===== src/rtl/borrow_decrement_subtractor_pkg.sv =====
// Shared constants for the borrow-decrement subtractor: widths, flag-bus bit positions
// (common with the carry-increment adder) and the single-bit full-subtract cell.
package borrow_decrement_subtractor_pkg;

    localparam int unsigned BDS_WIDTH = 32;
    localparam int unsigned BDS_HALF  = BDS_WIDTH / 2;

    typedef enum int unsigned {
        FLAG_BOUT = 0,
        FLAG_OVF  = 1,
        FLAG_ZERO = 2
    } flag_idx_e;

    localparam int unsigned FLAG_W = 3;

    // Returns {borrow_out, difference} of x - y - bi.
    function automatic logic [1:0] fsub(input logic x, input logic y, input logic bi);
        return {(~x & y) | (~(x ^ y) & bi), x ^ y ^ bi};
    endfunction

endpackage


===== src/rtl/half_subtractor.sv =====
// Single-bit half subtractor used in the upper-half decrement chain.
module half_subtractor (
    input  logic x,
    input  logic y,
    output logic d,
    output logic bo
);

    assign d  = x ^ y;
    assign bo = ~x & y;

endmodule


===== src/rtl/borrow_decrement_subtractor.sv =====
// Two-stage pipelined subtractor: diff = a - b - bin with borrow, overflow and zero flags.
// Upper half is subtracted with zero borrow in S1 and decremented by the lower borrow in S2.
module borrow_decrement_subtractor
    import borrow_decrement_subtractor_pkg::*;
#(
    parameter int unsigned WIDTH = BDS_WIDTH
) (
    input  logic             clk,
    input  logic             rst,
    input  logic             in_valid,
    output logic             in_ready,
    input  logic [WIDTH-1:0] a,
    input  logic [WIDTH-1:0] b,
    input  logic             bin,
    output logic             out_valid,
    input  logic             out_ready,
    output logic [WIDTH-1:0] diff,
    output logic             bout,
    output logic             ovf,
    output logic             zero
);

    localparam int unsigned HALF = WIDTH / 2;

    // Stage-1 ripple-borrow subtracts
    logic [HALF:0]   lo_bw;
    logic [HALF:0]   hi_bw;
    logic [HALF-1:0] lo_sub;
    logic [HALF-1:0] hi_sub;

    assign lo_bw[0] = bin;
    assign hi_bw[0] = 1'b0;

    for (genvar i = 0; i < HALF; i++) begin : g_ripple
        assign {lo_bw[i+1], lo_sub[i]} = fsub(a[i], b[i], lo_bw[i]);
        assign {hi_bw[i+1], hi_sub[i]} = fsub(a[HALF+i], b[HALF+i], hi_bw[i]);
    end

    logic            s1_valid_q;
    logic [HALF-1:0] lo_diff_q;
    logic [HALF-1:0] hi_raw_q;
    logic            b0_q;
    logic            b1_q;
    logic            a_msb_q;
    logic            b_msb_q;

    logic out_valid_q;
    logic s2_adv;
    logic in_xfer;

    assign s2_adv   = s1_valid_q && (!out_valid_q || out_ready);
    assign in_ready = !s1_valid_q || s2_adv;
    assign in_xfer  = in_valid && in_ready;

    always_ff @(posedge clk) begin
        if (rst) begin
            s1_valid_q <= 1'b0;
            lo_diff_q  <= '0;
            hi_raw_q   <= '0;
            b0_q       <= 1'b0;
            b1_q       <= 1'b0;
            a_msb_q    <= 1'b0;
            b_msb_q    <= 1'b0;
        end else begin
            if (in_ready) begin
                s1_valid_q <= in_valid;
            end
            if (in_xfer) begin
                lo_diff_q <= lo_sub;
                hi_raw_q  <= hi_sub;
                b0_q      <= lo_bw[HALF];
                b1_q      <= hi_bw[HALF];
                a_msb_q   <= a[WIDTH-1];
                b_msb_q   <= b[WIDTH-1];
            end
        end
    end

    // Stage-2 decrement of the upper half by the lower-half borrow
    logic [HALF:0]   dec_bw;
    logic [HALF-1:0] hi_dec;

    assign dec_bw[0] = b0_q;

    for (genvar i = 0; i < HALF; i++) begin : g_dec
        half_subtractor u_hs (
            .x  (hi_raw_q[i]),
            .y  (dec_bw[i]),
            .d  (hi_dec[i]),
            .bo (dec_bw[i+1])
        );
    end

    logic [WIDTH-1:0]  diff_d;
    logic [WIDTH-1:0]  diff_q;
    logic [FLAG_W-1:0] flags_d;
    logic [FLAG_W-1:0] flags_q;

    always_comb begin
        diff_d             = {hi_dec, lo_diff_q};
        flags_d            = '0;
        flags_d[FLAG_BOUT] = b1_q | dec_bw[HALF];
        flags_d[FLAG_OVF]  = (a_msb_q ^ b_msb_q) & (diff_d[WIDTH-1] ^ a_msb_q);
        flags_d[FLAG_ZERO] = ~|diff_d;
    end

    always_ff @(posedge clk) begin
        if (rst) begin
            out_valid_q <= 1'b0;
            diff_q      <= '0;
            flags_q     <= '0;
        end else if (s2_adv) begin
            out_valid_q <= 1'b1;
            diff_q      <= diff_d;
            flags_q     <= flags_d;
        end else if (out_ready) begin
            out_valid_q <= 1'b0;
        end
    end

    assign out_valid = out_valid_q;
    assign diff      = diff_q;
    assign bout      = flags_q[FLAG_BOUT];
    assign ovf       = flags_q[FLAG_OVF];
    assign zero      = flags_q[FLAG_ZERO];

endmodule


===== config.mk =====
export PLATFORM = sky130hd
export DESIGN_NAME = borrow_decrement_subtractor
export DESIGN_NICKNAME = d
export VERILOG_FILES = /design/src/rtl/borrow_decrement_subtractor_pkg.sv /design/src/rtl/half_subtractor.sv /design/src/rtl/borrow_decrement_subtractor.sv
export SDC_FILE = /design/constraint.sdc
export NUM_CORES = 1
export LEC_CHECK = 0
export ABC_CLOCK_PERIOD_IN_PS = 15900
export CELL_PAD_IN_SITES_DETAIL_PLACEMENT = 1
export CELL_PAD_IN_SITES_GLOBAL_PLACEMENT = 1
export CORE_MARGIN = 4
export CORE_UTILIZATION = 45
export CTS_BUF_LIST = sky130_fd_sc_hd__clkbuf_8
export DETAILED_ROUTE_END_ITERATION = 10
export DONT_BUFFER_PORTS = 1
export GPL_ROUTABILITY_DRIVEN = 1
export PLACE_DENSITY_LB_ADDON = 0.1
export SETUP_SLACK_MARGIN = 0.2
export SYNTH_ARGS = -nofsm -noshare
export SYNTH_HDL_FRONTEND = slang
export SYNTH_SLANG_ARGS = --single-unit

===== constraint.sdc =====
create_clock -name clk -period 15.9 [get_ports clk]
set_input_delay 3.18 -clock clk [delete_from_list [all_inputs] [get_ports clk]]
set_output_delay 3.18 -clock clk [all_outputs]
set_load 0.02 [all_outputs]

# Word-level counts from Yosys, hierarchy flattened
# Cells that the tools add are included.
# totals
inputBits	69
output_inout_bits	37
memories	0
rom_bits	0
wordCells	293
latch_bits	0
ramBits	0
regBits	73
# classes
reduce_logical	9
div_mod_pow	0
mul	0
eq_ne	0
add_sub_neg	0
n_mux	2
order_cmp	0
shift	0
bitwise	272
# ops
op	n
1-bit XOR	81
1-bit bitwise AND	80
1-bit inverter	79
1-bit bitwise OR	32
32-bit OR reduction	1
1-bit zero test	3
1-bit logical AND	2
1-bit logical OR	2
1-bit two-way mux	2
2-bit nonzero test	1

# Logic depth before layout (Yosys ltp)
# Gate-level depths: netlist (run 1).
# logic_depth
ltp_word	34
depth_mapped	21
mapped_depth_nobuf	21

# Cells and area by module
# A second synthesis (run 1) with hierarchy kept.
# hier_totals
hier_cells	415
hier_area_um2	3637.2
# modules_own_cells
mod	seq_area_each_um2	instances	cells_per_inst	area_each_um2
borrow_decrement_subtractor	1461.4	1	367	3316.9
half_subtractor	0.0	16	3	20.0

# Least setup slack after synthesis (run 1)
# Ideal clock, no wire load.
# synth_timing
kind	input -> register
start	input port b[0]
end	register lo_diff_q[15]
arrival_ps	9277
n_path_buf	0
setup_ps	132
required_ps	15768
stages	21
setup_slack_ps	6491
cell_sequence	inv_1 -> fa_1 -> inv_1 -> fa_1 -> fa_1 -> fa_1 -> fa_1 -> fa_1 -> fa_1 -> fa_1 -> fa_1 -> fa_1 -> fa_1 -> fa_1 -> fa_1 -> fa_1 -> fa_1 -> inv_1 -> fa_1 -> nand2_1 -> a21oi_1
# synth_between
elab_chain_len	33
word_cells_on_any_way	34
cone_classes	34 x bitwise
# synth_rtl
item	line_no	rtl
start: declaration	borrow_decrement_subtractor.sv:13	input logic [WIDTH-1:0] b,
1-bit XOR	borrow_decrement_subtractor_pkg.sv:18	return {(~x & y) | (~(x ^ y) & bi), x ^ y ^ bi};
1-bit inverter	borrow_decrement_subtractor_pkg.sv:18	
1-bit bitwise AND	borrow_decrement_subtractor_pkg.sv:18	
1-bit bitwise OR *	borrow_decrement_subtractor_pkg.sv:18	
1-bit bitwise AND *	borrow_decrement_subtractor_pkg.sv:18	
1-bit bitwise OR *	borrow_decrement_subtractor_pkg.sv:18	
1-bit bitwise AND *	borrow_decrement_subtractor_pkg.sv:18	
1-bit bitwise OR *	borrow_decrement_subtractor_pkg.sv:18	
[... 18 more ...]	n/a	
1-bit bitwise AND *	borrow_decrement_subtractor_pkg.sv:18	
1-bit bitwise OR *	borrow_decrement_subtractor_pkg.sv:18	
1-bit bitwise AND *	borrow_decrement_subtractor_pkg.sv:18	
1-bit bitwise OR *	borrow_decrement_subtractor_pkg.sv:18	
1-bit bitwise AND *	borrow_decrement_subtractor_pkg.sv:18	
1-bit bitwise OR *	borrow_decrement_subtractor_pkg.sv:18	
1-bit XOR *	borrow_decrement_subtractor_pkg.sv:18	
named net lo_sub[15]	borrow_decrement_subtractor.sv:28	logic [HALF-1:0] lo_sub;
end signal: assignment	borrow_decrement_subtractor.sv:69	lo_diff_q <= lo_sub;
end: declaration	borrow_decrement_subtractor.sv:40	logic [HALF-1:0] lo_diff_q;
# Mark *: on every way through the listed nets, which the timed path passes. The rest lies on a longest branch.
# A chain may end at the register's enable or synchronous reset.

# Worst setup path in the final report (run 1)
# Same ends and word-level chain as after synthesis.

==> results of run 1 <==
[flip-flops by register name, indices dropped and copies added (netlist names)]
name and cells:
b_msb_q 1, b0_q 1, s1_valid_q 1, hi_raw_q 16
a_msb_q 1, lo_diff_q 16, flags_q 3, out_valid 1
b1_q 1, diff 32
[cells by family after synthesis]
family | Yosys count
buffers and inverters | 77
flip-flops | 73
adder cells (fa/ha/maj) | 48
AO/OA/AOI/OAI | 72
AND/OR/NAND/NOR | 113
[cell usage in the layout (no fill, tap or decap), drive strengths merged, types with 11 or more instances in the layout]
master / synthesis / routed
a211oi: 47 / 47
a21oi: 23 / 23
clkbuf: 18 / 11
dfxtp: 73 / 73
fa: 31 / 31
ha: 17 / 17
inv: 54 / 56
nand2: 44 / 44
nor2: 49 / 49
[final timing paths]
check	end	startpoint	slack (ns)
worst max-delay path	lo_diff_q[15]	b[0]	6.49
worst max register to register	flags_q[2]	hi_raw_q[0]	11.39
worst min-delay path	b_msb_q	b_msb_q	0.46
worst min register to register	b_msb_q	b_msb_q	0.46
[report_power, final]
part	switching (mW)	total, mW	leakage (nW)	internal [mW]
registers	0.0155	0.212	0.602	0.197
logic	0.0322	0.0576	0.849	0.0254
clock network	0.0667	0.130	0.101	0.0634
[metrics by stage]
step / setup slack [ns] / cells / hold WS, ns
after floorplan: 6.49 / 383 / 0.436
after global placement: 6.24 / 462 / 0.439
after detailed placement: 6.17 / 462 / 0.444
after CTS: 6.51 / 478 / 0.454
after global routing: 6.25 / 478 / 0.482
final: 6.49 / 478 / 0.457
[layer usage]
metal | part of all wire, % | up-vias
li1 | - | 1225
met1 | 45 | 1155
met2 | 48 | 63
met3 | 6.0 | 7
met4 | 1.1 | 0
met5 | 0 | -
[cell type report]
| cell class | count | area (sq um) |
|---|---|---|
| Fill cell | 902 | 3960 |
| Multi-Input combinational cell | 233 | 1810 |
| Sequential cell | 73 | 1460 |
| Inverter | 54 | 203 |
| Clock buffer | 11 | 151 |
| Tap cell | 102 | 128 |
| Clock inverter | 5 | 22.5 |
[tightest hold or removal path, stage by stage (launching register included)]
cell and delay [ns]:
dfxtp_1 0.32, nand2_1 0.05, a21oi_1 0.05
==> results.cfg, run 1 <==
[yosys]
yosys.area.top_type = dfxtp_1
synth_compound_area_share_pct = 13.5
netlist_instances = 383
synth_edf_count = 0
yosysSeqAreaShare_pct = 40.8
netlist_area_sq_um = 3580
synth_top_family_by_area = adder cells
synth_common_cells = dfxtp_1 (73), inv_1 (54), nor2_1 (49)
synth_seq_cells = 73
synthDistinctLibCells = 25
ys_warn_count = 0
async_flop_share_pct = 0
synthTopCellsByArea = dfxtp_1 (41%), fa_1 (17%), a211oi_1 (9.9%), ha_1 (5.9%), inv_1 (5.7%)
yosys.area_share.simple_pct = 13.7
synthMuxAreaShare_pct = 0
yosysTopAreaCellShare_pct = 40.8
postSynthAreaPerCell_sq_um = 9.34
synth-xor-area-share_pct = 0
ys.flop_type = dfxtp_1
yosys.area_share.adder_pct = 23.3
syn-num-nets = 500
yosysMostFrequentCell = dfxtp_1

[hold_path]
hold_path.class = flip-flop to flip-flop
hold_path_depth = 2

[drt]
drt_iter0_drc = 106
routedWlPerCell_um = 16.5
dr.pass1.iters = 4
ant_nets = 0
via_per_inst = 5.13
vias = 2450
drc = 0
totalWireLength_mm = 7.90

[global_route]
use_met2_pct = 27.7
overflow = 0
grt_usage_pct = 17.4
grt_first_pass_wirelength_mm = 13.2
use_met1_pct = 22.6
grt_max_degree = 75
first_global_vias = 2543
busiest_layer = met2
antenna_found_initial = 0
grt_use_met3_pct = 5.10

[critical_path]
critical-path-max-stage-delay_ns = 0.43
cp_slowest_cell = fa_1
worstPathRequired_ns = 16.12
critPathTopFamily = adder cells
cp.depth = 21
crit_top_cell = fa_1
cp-start-kind = primary input
crit_arrival_ns = 9.62
crit_path_end_kind = flip-flop
critical_path.cell_chain = inv_1 > fa_1 > inv_1 > fa_1 > fa_1 > fa_1 > fa_1 > fa_1 > fa_1 > fa_1 > fa_1 > fa_1 > fa_1 > fa_1 > fa_1 > fa_1 > fa_1 > inv_1 > fa_1 > nand2_1 > a21oi_1
reg2reg_depth = 20
crit_buf_inv = 3
worstSetupPathType = primary input to flip-flop
path_max_fanout = 1

[timing]
finalSetupViolations = 0
worstMarginPinSlew_ns = 1.19
drv_slew = 0
tns_ns = 0
rsz0062_at_grt = false
final_hold_viol_count = 0
skew_ns = 0.0107
slew_headroom_pct = 20.7
min_period_over_period_pct = 59.2
min_period_ns = 9.41
clock.fmax_mhz = 106

[outcome]
run_status = complete, no violations

[cts]
ctsLongestPathBuffers = 2
clk_latency_ns = 0.33
cts_resized = 0
tritoncts.num_buffers = 9
cts_hold_buf = 0
cts_sinks = 73
cts.clk_slew.worst_paths_ns = 0.07
cts_setup_buffers = 0
cts_root_buf = clkbuf_8
cts-htree-levels = 3
cts_tree = done

[die]
design.die.area_sq_um = 9440
die_y_um = 97.2
core.rowCount = 32
io_pins = 106
start_util_pct = 46.3
fp.dieW_um = 97.2
core_area_sq_um = 7730

[place]
routabilityCongestion = 0.740
hpwlAfterDp_mm = 5.78
port_buffers = 0
placed_area_sq_um = 3600

[job]
maxCapViolations = 0

[pwr]
p_leak_nw = 1.55
max-vdd-ir-drop_uv = 38.5
p_per_area_nw_per_um2 = 106
total_power_mw = 0.400

[final_layout]
fin_util_pct = 48.8
nNetsFinal = 488
final_area_sq_um = 3770
n_antenna_cell = 0
area.growth.synth_to_final_pct = 5.42
drive_above_1_share_pct = 4.52
Note: power is estimated with default switching activity, not from simulation.
==> run 2, diff against run 1 <==
--- a/config.mk
+++ b/config.mk
@@ -5,11 +5,11 @@
 export SDC_FILE = /design/constraint.sdc
 export NUM_CORES = 1
 export LEC_CHECK = 0
-export ABC_CLOCK_PERIOD_IN_PS = 15900
+export ABC_CLOCK_PERIOD_IN_PS = 8000
 export CELL_PAD_IN_SITES_DETAIL_PLACEMENT = 1
 export CELL_PAD_IN_SITES_GLOBAL_PLACEMENT = 1
 export CORE_MARGIN = 4
-export CORE_UTILIZATION = 45
+export CORE_UTILIZATION = 44
 export CTS_BUF_LIST = sky130_fd_sc_hd__clkbuf_8
 export DETAILED_ROUTE_END_ITERATION = 10
 export DONT_BUFFER_PORTS = 1
==> constraint.sdc (replaced) <==
create_clock -name clk -period 8 [get_ports clk]
set_input_delay 1.6 -clock clk [delete_from_list [all_inputs] [get_ports clk]]
set_output_delay 1.6 -clock clk [all_outputs]
set_load 0.02 [all_outputs]
==> results.cfg, run 2 (synthesis gave the netlist of run 1 again) <==
[outcome]
run_status = complete, no violations

[global_route]
grt_first_pass_wirelength_mm = 13.4
overflow = 0
first_global_vias = 2631
grt_max_degree = 75
antenna_found_initial = 0
grt_usage_pct = 17.6

[timing]
min_period_over_period_pct = 94.6
final_hold_viol_count = 0
drv_slew = 0
worstMarginPinSlew_ns = 1.18
min_period_ns = 7.56
finalSetupViolations = 0
clock.fmax_mhz = 132
slew_headroom_pct = 21.3
tns_ns = 0
hold_slack_ns = 0.453
skew_ns = 0.0124
setup_slack_ns = 0.435
rsz0062_at_grt = false

[die]
design.die.area_sq_um = 9640
core.rowCount = 32
io_pins = 106
fp.dieW_um = 98.2
core_area_sq_um = 7810
die_y_um = 98.2
start_util_pct = 45.8

[critical_path]
crit_path_start = b[0]
cp_slowest_cell = fa_1
critical-path-max-stage-delay_ns = 0.41
crit_top_cell = fa_1
worstSetupPathType = primary input to flip-flop
r2r-start = hi_raw_q[0]
cp-start-kind = primary input
critPathTopFamily = adder cells
crit_buf_inv = 3
critical_path.cell_chain = inv_1 > fa_1 > inv_1 > fa_1 > fa_2 > fa_1 > fa_1 > fa_1 > fa_2 > fa_1 > fa_1 > fa_2 > fa_1 > fa_2 > fa_2 > fa_2 > fa_1 > inv_1 > fa_1 > nand2_1 > a21oi_1
crit_arrival_ns = 7.78
worstPathRequired_ns = 8.22
rrSetupSlack_ns = 3.50
path_max_fanout = 1
crit_path_end_kind = flip-flop

[final_layout]
drive_above_1_share_pct = 7.18
n_antenna_cell = 0
fin_util_pct = 48.6
area.growth.synth_to_final_pct = 6.12
layout_commonest_cell = dfxtp_1
nFillCells = 905
nNetsFinal = 488
layout_common_cells = dfxtp_1 (73), inv_1 (56), nor2_1 (49), a211oi_1 (47), nand2_1 (44)
largest_reg_flops = 32

[drt]
vias = 2466
totalWireLength_mm = 8.02
routedWlPerCell_um = 16.8
ant_nets = 0
drt_iter0_drc = 91
dr.pass1.iters = 4
via_per_inst = 5.16
drc = 0

[cts]
clk_latency_ns = 0.34
cts_resized = 0
cts_root_buf = clkbuf_8
cts.clk_slew.worst_paths_ns = 0.07
cts_sinks = 73
cts_setup_buffers = 0
cts_tree = done
cts-htree-levels = 3
cts_hold_buf = 0
tritoncts.num_buffers = 9
ctsLongestPathBuffers = 2

[place]
place_ws_ns = -0.139
routabilityCongestion = 0.724
hpwlAfterDp_mm = 5.90
port_buffers = 0

[pwr]
p_leak_nw = 1.54
p_per_area_nw_per_um2 = 210
max-vdd-ir-drop_uv = 68.3

[job]
maxCapViolations = 0

[hold_path]
hold_path.class = flip-flop to flip-flop
min_from = hi_raw_q[15]
## run 2: worst reg2reg max path: stages (launching register included)
cell and delay (ns):
dfxtp_1 0.33, inv_1 0.05, ha_1 0.17, ha_1 0.18
ha_1 0.18, ha_1 0.19, ha_1 0.19, ha_1 0.19
ha_1 0.19, ha_1 0.18, ha_1 0.18, ha_1 0.18
ha_1 0.18, ha_1 0.20, ha_1 0.20, ha_1 0.20
ha_1 0.20, ha_1 0.40, nand4_1 0.14, or4_1 0.57
o21ai_1 0.14
## run 2: area by class of cell
type	count	area (sq um)	share of cell area (%)
multi-input cells	233	1830	48.2
flip-flops and latches	73	1460	38.5
inverters	54	203	5.34
clock buffers	11	151	3.99
well taps	102	128	3.36
clock inverters	5	22.5	0.593
## run 2: layer usage
layer	GRT usage [%]	part of all wire (%)	vias up
met3	3.71	5.3	12
met4	7.88	1.8	0
met1	24.1	47	1161
li1	-	-	1226
met5	0	0	-
met2	26.8	46	67
## run 2: where the power goes
group | switching [mW] | internal, mW | total (mW)
Clock | 0.133 | 0.126 | 0.259
Sequential | 0.0310 | 0.391 | 0.422
Combinational | 0.0643 | 0.0516 | 0.116
## run 2: metrics by stage
| stage | total power [mW] | area, sq um | cells |
|---|---|---|---|
| final | 0.797 | 3800 | 478 |
| after global routing | 0.847 | 3800 | 478 |
| after CTS | 0.809 | 3770 | 478 |
| after detailed placement | 0.549 | 3600 | 462 |
| after global placement | 0.543 | 3600 | 462 |
| after floorplan | 0.520 | 3580 | 383 |
## run 2: final timing paths
path | end | depth (start not counted)
setup reg to reg | flags_q[2] | 20
setup / recovery | lo_diff_q[15] | 21
hold / removal | hi_raw_q[15] | 2
hold reg to reg | hi_raw_q[15] | 2
